File: src/rtl/phase_sequencer_pkg.sv
// Shared definitions for the routing-node phase sequencer: state encoding,
// default word width and the node pipeline phase indices.
package phase_sequencer_pkg;

    localparam int WORD_WIDTH = 16;

    localparam logic [1:0] ST_IDLE   = 2'd0;
    localparam logic [1:0] ST_LAUNCH = 2'd1;
    localparam logic [1:0] ST_WAIT   = 2'd2;
    localparam logic [1:0] ST_FINISH = 2'd3;

    typedef enum logic [1:0] {
        S_IDLE   = ST_IDLE,
        S_LAUNCH = ST_LAUNCH,
        S_WAIT   = ST_WAIT,
        S_FINISH = ST_FINISH
    } seq_state_t;

    // Phase order of the routing-node pipeline (index = launch order).
    typedef enum logic [2:0] {
        LEARN_COSTS     = 3'd0,
        UPDATE_TABLE    = 3'd1,
        COLLECT_STATS   = 3'd2,
        FOR_AGGREGATION = 3'd3,
        COMPUTE_ROUTES  = 3'd4,
        EVAL_POLICY     = 3'd5,
        RANK_ACTIONS    = 3'd6,
        SELECT_ACTION   = 3'd7
    } node_phase_t;

endpackage

File: src/rtl/phase_next_sel.sv
// Next-phase picker: lowest set mask bit strictly above cur.
// cur is two's complement on SEL_WIDTH+1 bits so that all-ones (-1)
// selects the lowest set bit of the whole mask (first phase of a run).
module phase_next_sel #(
    parameter int NUM_PHASES = 8,
    parameter int SEL_WIDTH  = $clog2(NUM_PHASES)
) (
    input  logic [NUM_PHASES-1:0] mask,
    input  logic [SEL_WIDTH:0]    cur,
    output logic [SEL_WIDTH-1:0]  next_idx,
    output logic                  next_vld
);

    logic [SEL_WIDTH:0] lo;

    assign lo = cur + {{SEL_WIDTH{1'b0}}, 1'b1};

    // Scan downwards so the lowest qualifying index is the last one written.
    always_comb begin
        next_idx = '0;
        next_vld = 1'b0;
        for (int i = NUM_PHASES - 1; i >= 0; i--) begin
            if (mask[i] && (i >= int'(lo))) begin
                next_idx = SEL_WIDTH'(i);
                next_vld = 1'b1;
            end
        end
    end

endmodule

File: src/rtl/phase_sequencer.sv
// Phase sequencer and shared memory port arbiter for the routing node.
// Launches the masked client phases in index order with start/done
// handshakes, ends early on a client abort, and routes the active client
// onto the single memory port.
// Optional: `define PHASE_WATCHDOG_EN adds a per-phase WAIT watchdog and a
// sticky timeout output.
module phase_sequencer
    import phase_sequencer_pkg::*;
#(
    parameter int NUM_PHASES     = 8,
    parameter int ADDR_WIDTH     = 16,
    parameter int DATA_WIDTH     = WORD_WIDTH,
    parameter int SEL_WIDTH      = $clog2(NUM_PHASES),
    parameter int TIMEOUT_CYCLES = 4096
) (
    input  logic                             clock,
    input  logic                             nrst,
    input  logic                             en,
    input  logic [NUM_PHASES-1:0]            phase_mask,
    output logic [NUM_PHASES-1:0]            phase_start,
    input  logic [NUM_PHASES-1:0]            phase_done,
    input  logic [NUM_PHASES-1:0]            phase_abort,
    input  logic [NUM_PHASES*ADDR_WIDTH-1:0] phase_addr,
    input  logic [NUM_PHASES-1:0]            phase_wr_en,
    input  logic [NUM_PHASES*DATA_WIDTH-1:0] phase_wdata,
    output logic [ADDR_WIDTH-1:0]            mem_addr,
    output logic                             mem_wr_en,
    output logic [DATA_WIDTH-1:0]            mem_wdata,
    output logic [SEL_WIDTH-1:0]             active_phase,
    output logic                             busy,
    output logic                             done,
    output logic                             aborted,
    output logic [SEL_WIDTH-1:0]             abort_phase
`ifdef PHASE_WATCHDOG_EN
    ,
    output logic                             timeout
`endif
);

    // Elaboration-time guard on the supported configuration range.
    if (NUM_PHASES < 2 || NUM_PHASES > 16 || TIMEOUT_CYCLES < 1) begin : g_bad_cfg
        $error("phase_sequencer: NUM_PHASES must be 2..16 and TIMEOUT_CYCLES >= 1");
    end

    seq_state_t                state_q, state_d;
    logic [NUM_PHASES-1:0]     mask_q, mask_d;
    logic [SEL_WIDTH-1:0]      cur_q, cur_d;
    logic                      aborted_q, aborted_d;
    logic [SEL_WIDTH-1:0]      abort_phase_q, abort_phase_d;

    logic [NUM_PHASES-1:0]     sel_mask;
    logic [SEL_WIDTH:0]        sel_cur;
    logic [SEL_WIDTH-1:0]      nxt_idx;
    logic                      nxt_vld;
    logic                      in_run;

    logic [NUM_PHASES-1:0][ADDR_WIDTH-1:0] addr_arr;
    logic [NUM_PHASES-1:0][DATA_WIDTH-1:0] wdata_arr;

`ifdef PHASE_WATCHDOG_EN
    localparam int WD_W = $clog2(TIMEOUT_CYCLES + 1);
    logic [WD_W-1:0] wd_q, wd_d;
    logic            timeout_q, timeout_d;
    logic            wd_expire;

    // The count of completed WAIT cycles reaches TIMEOUT_CYCLES on this edge.
    assign wd_expire = (wd_q == WD_W'(TIMEOUT_CYCLES - 1));
    assign timeout   = timeout_q;
`endif

    // In IDLE search the incoming mask from "before 0"; otherwise search the
    // latched mask above the current phase.
    assign sel_mask = (state_q == S_IDLE) ? phase_mask : mask_q;
    assign sel_cur  = (state_q == S_IDLE) ? '1 : {1'b0, cur_q};

    phase_next_sel #(
        .NUM_PHASES (NUM_PHASES),
        .SEL_WIDTH  (SEL_WIDTH)
    ) u_next_sel (
        .mask     (sel_mask),
        .cur      (sel_cur),
        .next_idx (nxt_idx),
        .next_vld (nxt_vld)
    );

    // State and run-context registers; reset abandons any run silently.
    always_ff @(posedge clock or negedge nrst) begin
        if (!nrst) begin
            state_q       <= S_IDLE;
            mask_q        <= '0;
            cur_q         <= '0;
            aborted_q     <= 1'b0;
            abort_phase_q <= '0;
`ifdef PHASE_WATCHDOG_EN
            wd_q          <= '0;
            timeout_q     <= 1'b0;
`endif
        end else begin
            state_q       <= state_d;
            mask_q        <= mask_d;
            cur_q         <= cur_d;
            aborted_q     <= aborted_d;
            abort_phase_q <= abort_phase_d;
`ifdef PHASE_WATCHDOG_EN
            wd_q          <= wd_d;
            timeout_q     <= timeout_d;
`endif
        end
    end

    // Next-state logic; only the current phase's done/abort are observed.
    always_comb begin
        state_d       = state_q;
        mask_d        = mask_q;
        cur_d         = cur_q;
        aborted_d     = aborted_q;
        abort_phase_d = abort_phase_q;
`ifdef PHASE_WATCHDOG_EN
        wd_d          = wd_q;
        timeout_d     = timeout_q;
`endif
        case (state_q)
            S_IDLE: begin
                if (en) begin
                    mask_d    = phase_mask;
                    aborted_d = 1'b0;
`ifdef PHASE_WATCHDOG_EN
                    timeout_d = 1'b0;
`endif
                    if (nxt_vld) begin
                        cur_d   = nxt_idx;
                        state_d = S_LAUNCH;
                    end else begin
                        state_d = S_FINISH;
                    end
                end
            end
            S_LAUNCH: begin
                state_d = S_WAIT;
`ifdef PHASE_WATCHDOG_EN
                wd_d    = '0;
`endif
            end
            S_WAIT: begin
                if (phase_abort[cur_q]) begin
                    aborted_d     = 1'b1;
                    abort_phase_d = cur_q;
                    state_d       = S_FINISH;
                end else if (phase_done[cur_q]) begin
                    if (nxt_vld) begin
                        cur_d   = nxt_idx;
                        state_d = S_LAUNCH;
                    end else begin
                        state_d = S_FINISH;
                    end
                end
`ifdef PHASE_WATCHDOG_EN
                else if (wd_expire) begin
                    aborted_d     = 1'b1;
                    abort_phase_d = cur_q;
                    timeout_d     = 1'b1;
                    state_d       = S_FINISH;
                end else begin
                    wd_d = wd_q + 1'b1;
                end
`endif
            end
            S_FINISH: state_d = S_IDLE;
            default:  state_d = S_IDLE;
        endcase
    end

    assign in_run    = (state_q == S_LAUNCH) || (state_q == S_WAIT);
    assign addr_arr  = phase_addr;
    assign wdata_arr = phase_wdata;

    // Memory port follows the active phase only while a phase is running.
    assign mem_addr  = in_run ? addr_arr[cur_q]  : '0;
    assign mem_wdata = in_run ? wdata_arr[cur_q] : '0;
    assign mem_wr_en = in_run & phase_wr_en[cur_q];

    assign phase_start  = (state_q == S_LAUNCH) ? (NUM_PHASES'(1) << cur_q) : '0;
    assign active_phase = cur_q;
    assign busy         = (state_q != S_IDLE);
    assign done         = (state_q == S_FINISH);
    assign aborted      = aborted_q;
    assign abort_phase  = abort_phase_q;

endmodule

File: config.mk
export PLATFORM = sky130hd
export DESIGN_NAME = phase_sequencer
export DESIGN_NICKNAME = d
export VERILOG_FILES = /design/src/rtl/phase_sequencer_pkg.sv /design/src/rtl/phase_next_sel.sv /design/src/rtl/phase_sequencer.sv
export SDC_FILE = /design/constraint.sdc
export NUM_CORES = 1
export LEC_CHECK = 0
export CORE_AREA = 8 8 125 127
export CTS_CLUSTER_DIAMETER = 60
export DETAILED_ROUTE_END_ITERATION = 16
export DIE_AREA = 0 0 133 135
export PLACE_DENSITY = 0.73
export SLEW_MARGIN = 30
export SYNTH_ARGS = -nofsm -noshare
export SYNTH_HDL_FRONTEND = slang
export SYNTH_HIERARCHICAL = 1
export SYNTH_SLANG_ARGS = --single-unit
File: constraint.sdc
create_clock -name clock -period 8.3 [get_ports clock]
set_input_delay 1.66 -clock clock [delete_from_list [all_inputs] [get_ports clock]]
set_output_delay 1.66 -clock clock [all_outputs]
set_load 0.02 [all_outputs]
* Word level (Yosys, flattened, before mapping) *
Cells that the tools add are included.

word-level totals
  register bits = 17
  input port bits = 291
  output and inout bits = 50
  logic and storage cells = 86

cells by class
  $add $sub $neg = 1
  $lt $le $gt $ge = 9
  eq/ne operators = 8
  shift-type cells = 1
  multiplexer cells = 44
  bitwise logic cells = 1
  reductions and logical operators = 17

operators with widths
  kind                                                                                number
  16-bit binary-select mux with 3-bit select                                          2
  16-bit 2-to-1 mux                                                                   4
  3-bit 2-to-1 mux                                                                    12
  3-bit by 4-bit greater-or-equal comparator with 1-bit output, first input constant  4
  8-bit 2-to-1 mux                                                                    2
  1-bit 2-to-1 mux                                                                    13
  1-bit binary-select mux with 3-bit select                                           3
  1-bit by 4-bit greater-or-equal comparator with 1-bit output, first input constant  2
  2-bit by 4-bit greater-or-equal comparator with 1-bit output, first input constant  2
  1-bit logical AND                                                                   8
  2-bit 2-to-1 mux                                                                    4
  2-bit inequality test, second input constant                                        4
  2-bit one-hot mux with 4 select lines                                               1
  1-bit by 3-bit left shift with 8-bit output, first input constant                   1
  3-bit one-hot mux with 2 select lines                                               1
  2-bit AND reduction                                                                 3
  4-bit by 1-bit adder with 4-bit output, second input constant                       1
  2-bit == test, second input constant                                                2
  3-bit by 4-bit < comparator with 1-bit output, second input constant                1
  4-bit 2-to-1 mux                                                                    1
  4-bit AND reduction                                                                 1
  2-bit nonzero test                                                                  2
  3-bit inequality test, second input constant                                        1
  3-bit AND reduction                                                                 1
  5 further kinds                                                                     5

* Logic depth before layout (Yosys ltp) *
  depth in word-level cells = 17
  gate-level depth with buffers = 15
  gate-level depth less buffers = 13

* By module *
Netlist, hierarchy kept.

by module, submodules not included
  module           times used  cells each  area an instance (um^2)  seq. area each (um^2)
  phase_sequencer  1           297         3,203.1                  425.4
  phase_next_sel   1           39          285.3                    0.0

* Least setup slack after synthesis *
No wires, ideal clock.

  path kind = input port to output port
  start = in phase_wdata[26]
  end = out mem_wdata[10]
  arrival = 2,439 ps
  required time = 6,640 ps
  slack = 4,201 ps
  cell stages on the path = 3
  buffers on the path = 0
  cells stage by stage = mux4_2 nand2_1 a21boi_0

between the ends
  word-level cells in the longest chain between the ends = 3

RTL lines
  item                                        RTL line                text
  start: declaration                          phase_sequencer.sv:25   input logic [NUM_PHASES*DATA_WIDTH-1:0] phase_wdata,
  16-bit binary-select mux with 3-bit select  phase_sequencer.sv:179  assign mem_wdata = in_run ? wdata_arr[cur_q] : '0;
  16-bit 2-to-1 mux (implied by the code)     phase_sequencer.sv:179
  16-bit 2-to-1 mux                           phase_sequencer.sv:179
  end: declaration                            phase_sequencer.sv:28   output logic [DATA_WIDTH-1:0] mem_wdata,

No other way between the ends. The select of a mux whose other input is x is not followed.

* Worst setup path in the final report *
  start = in phase_wdata[88]
  end = out mem_wdata[8]

Same word-level chain as after synthesis.

==> impl_metrics.tcl <==
set metrics [dict create \
    status "finished clean" \
    antenna_found_initial 2 \
    drt_iter0_markers 218 \
    synth_edf_count 0 \
    synth-main-ff-cell "dfrtp_1" \
    cts.clk_slew.worst_paths_ns 0.05 \
    cp.required_ns 6.64 \
    yosys_warnings 6 \
    grt_pass1_vias 4943 \
    die_h_um 135 \
    startpoint_type "input pin" \
    post_cts_resized 0 \
    die_area_um2 18000 \
    core_area_um2 13600 \
    portBuffers 340 \
    synth_top_area_cell "mux4_2" \
    maxSlewViolCount 0 \
    crit_path_end_kind "output port" \
    maxCapViolations 0 \
    drcViolationCount 0 \
    fin_crit_sh_pct 62.3 \
    fmax_ghz 0.193 \
    syn_area_um2 3490 \
    syn-num-nets 635 \
    ant_nets 0 \
    cts_tree "built" \
    grt_overflow 0 \
    synthDistinctLibCells 41 \
    rows 43 \
    syn2layout_area_growth_pct 104 \
    io_pins 341 \
    die_x_um 133 \
    min_path_type "register to register" \
    syn-mean-instance-area_um2 10.4 \
    insertion_delay_ns 0.25 \
    arrival_ns 3.51 \
    h-tree-depth 1 \
    ys_ff_latch 17 \
    cts-buffers-inserted 3 \
    wl_per_cell_um 24.9 \
    hpwl_mm 17.8 \
    num_vias 4288 \
    first_pass_iters 4 \
    max_stage_delay_ns 0.68 \
    wl_mm 20.7 \
    clockBufferDepth 2 \
    yosysSeqAreaShare_pct 12.2 \
    syn_inst 336 \
    dp.cells 828 \
    synth.most_common_cell "nand2_1" \
    skew_ns 0.00207 \
    period_minus_slack_ns 5.17 \
    finalHoldViolCount 0 \
    cts_hold_buf 0 \
    drive_gt1_share_pct 15.8 \
    gp_congestion 0.888 \
    relSlewSlack_pct 48.2 \
    ir_drop_mv 0.173 \
    clock-sinks 17 \
    grt_max_degree 52 \
    cp_cell_sequence "clkdlybuf4s50_1 > mux4_2 > nand2_1 > a21boi_0 > clkdlybuf4s50_1" \
    grtUsageTotal_pct 21.9 \
    cp_slowest_cell "clkdlybuf4s50_1" \
    nNetsFinal 952 \
    p_leak_nw 2.58 \
    rsz0062_at_grt "false" \
    start_util_pct 25.6 \
    cp_max_fo 1 \
    synth.top_cell.area_share_pct 43.9 \
    cp_common_cell "clkdlybuf4s50_1" \
    cts_setup_buffers 0 \
    stdcell_count 834 \
    crit_type "input pin to output port" \
    synthTopCellsByCount "nand2_1 (78), mux4_2 (68), a21boi_0 (33), mux2_2 (18), dfrtp_1 (17)" \
    tightest_slew_ns 0.775 \
    grt_pass1_wl_mm 30.4 \
    async_reset_ff_share_pct 100 \
    tns_ns 0 \
    cts_root_buf "clkbuf_16" \
    powerDensity_nw_per_um2 308 \
    synth.area.top_cells "mux4_2 (44%), dfrtp_1 (12%), nand2_1 (8.4%)" \
    fillers 1198 \
    vias_per_cell 5.14 \
    finalSetupViolations 0 \
]
[worst paths after layout]
kind                                 start              end  slack [ns]  cells after the start
max in group asynchronous             nrst  active_phase[0]        5.87                      1
min in group asynchronous             nrst        mask_q[2]        1.87                      1
max                        phase_wdata[88]     mem_wdata[8]        3.13                      5
min                              mask_q[4]        mask_q[4]        0.50                      1
min reg2reg                      mask_q[4]        mask_q[4]        0.50                      1
max reg2reg                     state_q[0]  active_phase[0]        5.03                     12
[state kept, by name, indices dropped and copies added (netlist names)]
signal,count
mask_q,8
abort_phase,3
aborted,1
state_q,2
active_phase,3
[layer usage]
metal	vias to the layer above	track usage, %	part of all wire, %
met5	-	0	0
met3	25	5.20	7.4
met4	0	4.67	2.0
li1	1935	-	-
met1	2121	24.8	37
met2	207	40.7	53
[stage by stage]
| step | hold slack, ns | utilization (%) | setup slack, ns | power [mW] | area [um2] |
|---|---|---|---|---|---|
| floorplan | 0.475 | - | 4.20 | 1.40 | 3490 |
| global placement | 0.485 | 51.5 | 3.10 | 2.06 | 7020 |
| detailed placement | 0.491 | 51.6 | 3.10 | 2.10 | 7020 |
| CTS | 0.507 | 52.1 | 3.07 | 2.21 | 7100 |
| global route | 0.523 | 52.2 | 3.06 | 2.34 | 7100 |
| finish | 0.505 | 52.2 | 3.13 | 2.19 | 7100 |
[cells by family after synthesis]
logic type	after synthesis	share of synthesized area, %
compound gates	64	14.1
buf+inv	40	4.81
xor+xnor	2	0.502
flops	17	12.2
simple gates	110	13.2
mux	95	52.4
fa+ha+maj	8	2.87
[layout make-up]
class                           instances  area [um2]  share of cell area, %
Timing Repair Buffer                  344        3430                   48.3
Multi-Input combinational cell        279        2900                   40.8
Clock buffer                            4        78.8                   1.11
Tap cell                              180         225                   3.17
Sequential cell                        17         433                   6.09
Antenna cell                            2        5.00                 0.0705
Inverter                                8        30.0                  0.423
[cells in the final DEF, fill, tap and decap left out, drive strengths merged, types with 2 or more instances in the layout]
master / instances
mux4: 68
nor3: 3
clkdlybuf4s50: 340
buf: 4
mux2: 20
a21boi: 33
o21a: 4
dfrtp: 17
a21oi: 6
o22a: 2
a21o: 2
inv: 8
mux2i: 7
clkbuf: 4
diode: 2
nand2: 78
nand3: 2
nor2: 12
a22o: 2
o21ai: 3
nor2b: 2
a22oi: 2
or2: 4
nand2b: 6
ha: 8
[critical path: cells and delay by family]
kind | cells | cell delay (ns)
multiplexers | 1 | 0.26
buffers and inverters | 2 | 1.21
AND/OR/NAND/NOR | 1 | 0.05
AO/OA/AOI/OAI | 1 | 0.33
[report_power, final]
group	leakage (nW)	total [mW]	internal [mW]	switching, mW
sequential	0.203	0.216	0.128	0.0882
clock	0.0382	0.0958	0.0652	0.0307
combinational	2.34	1.87	0.967	0.907
Power figures use the tool's default switching activity.
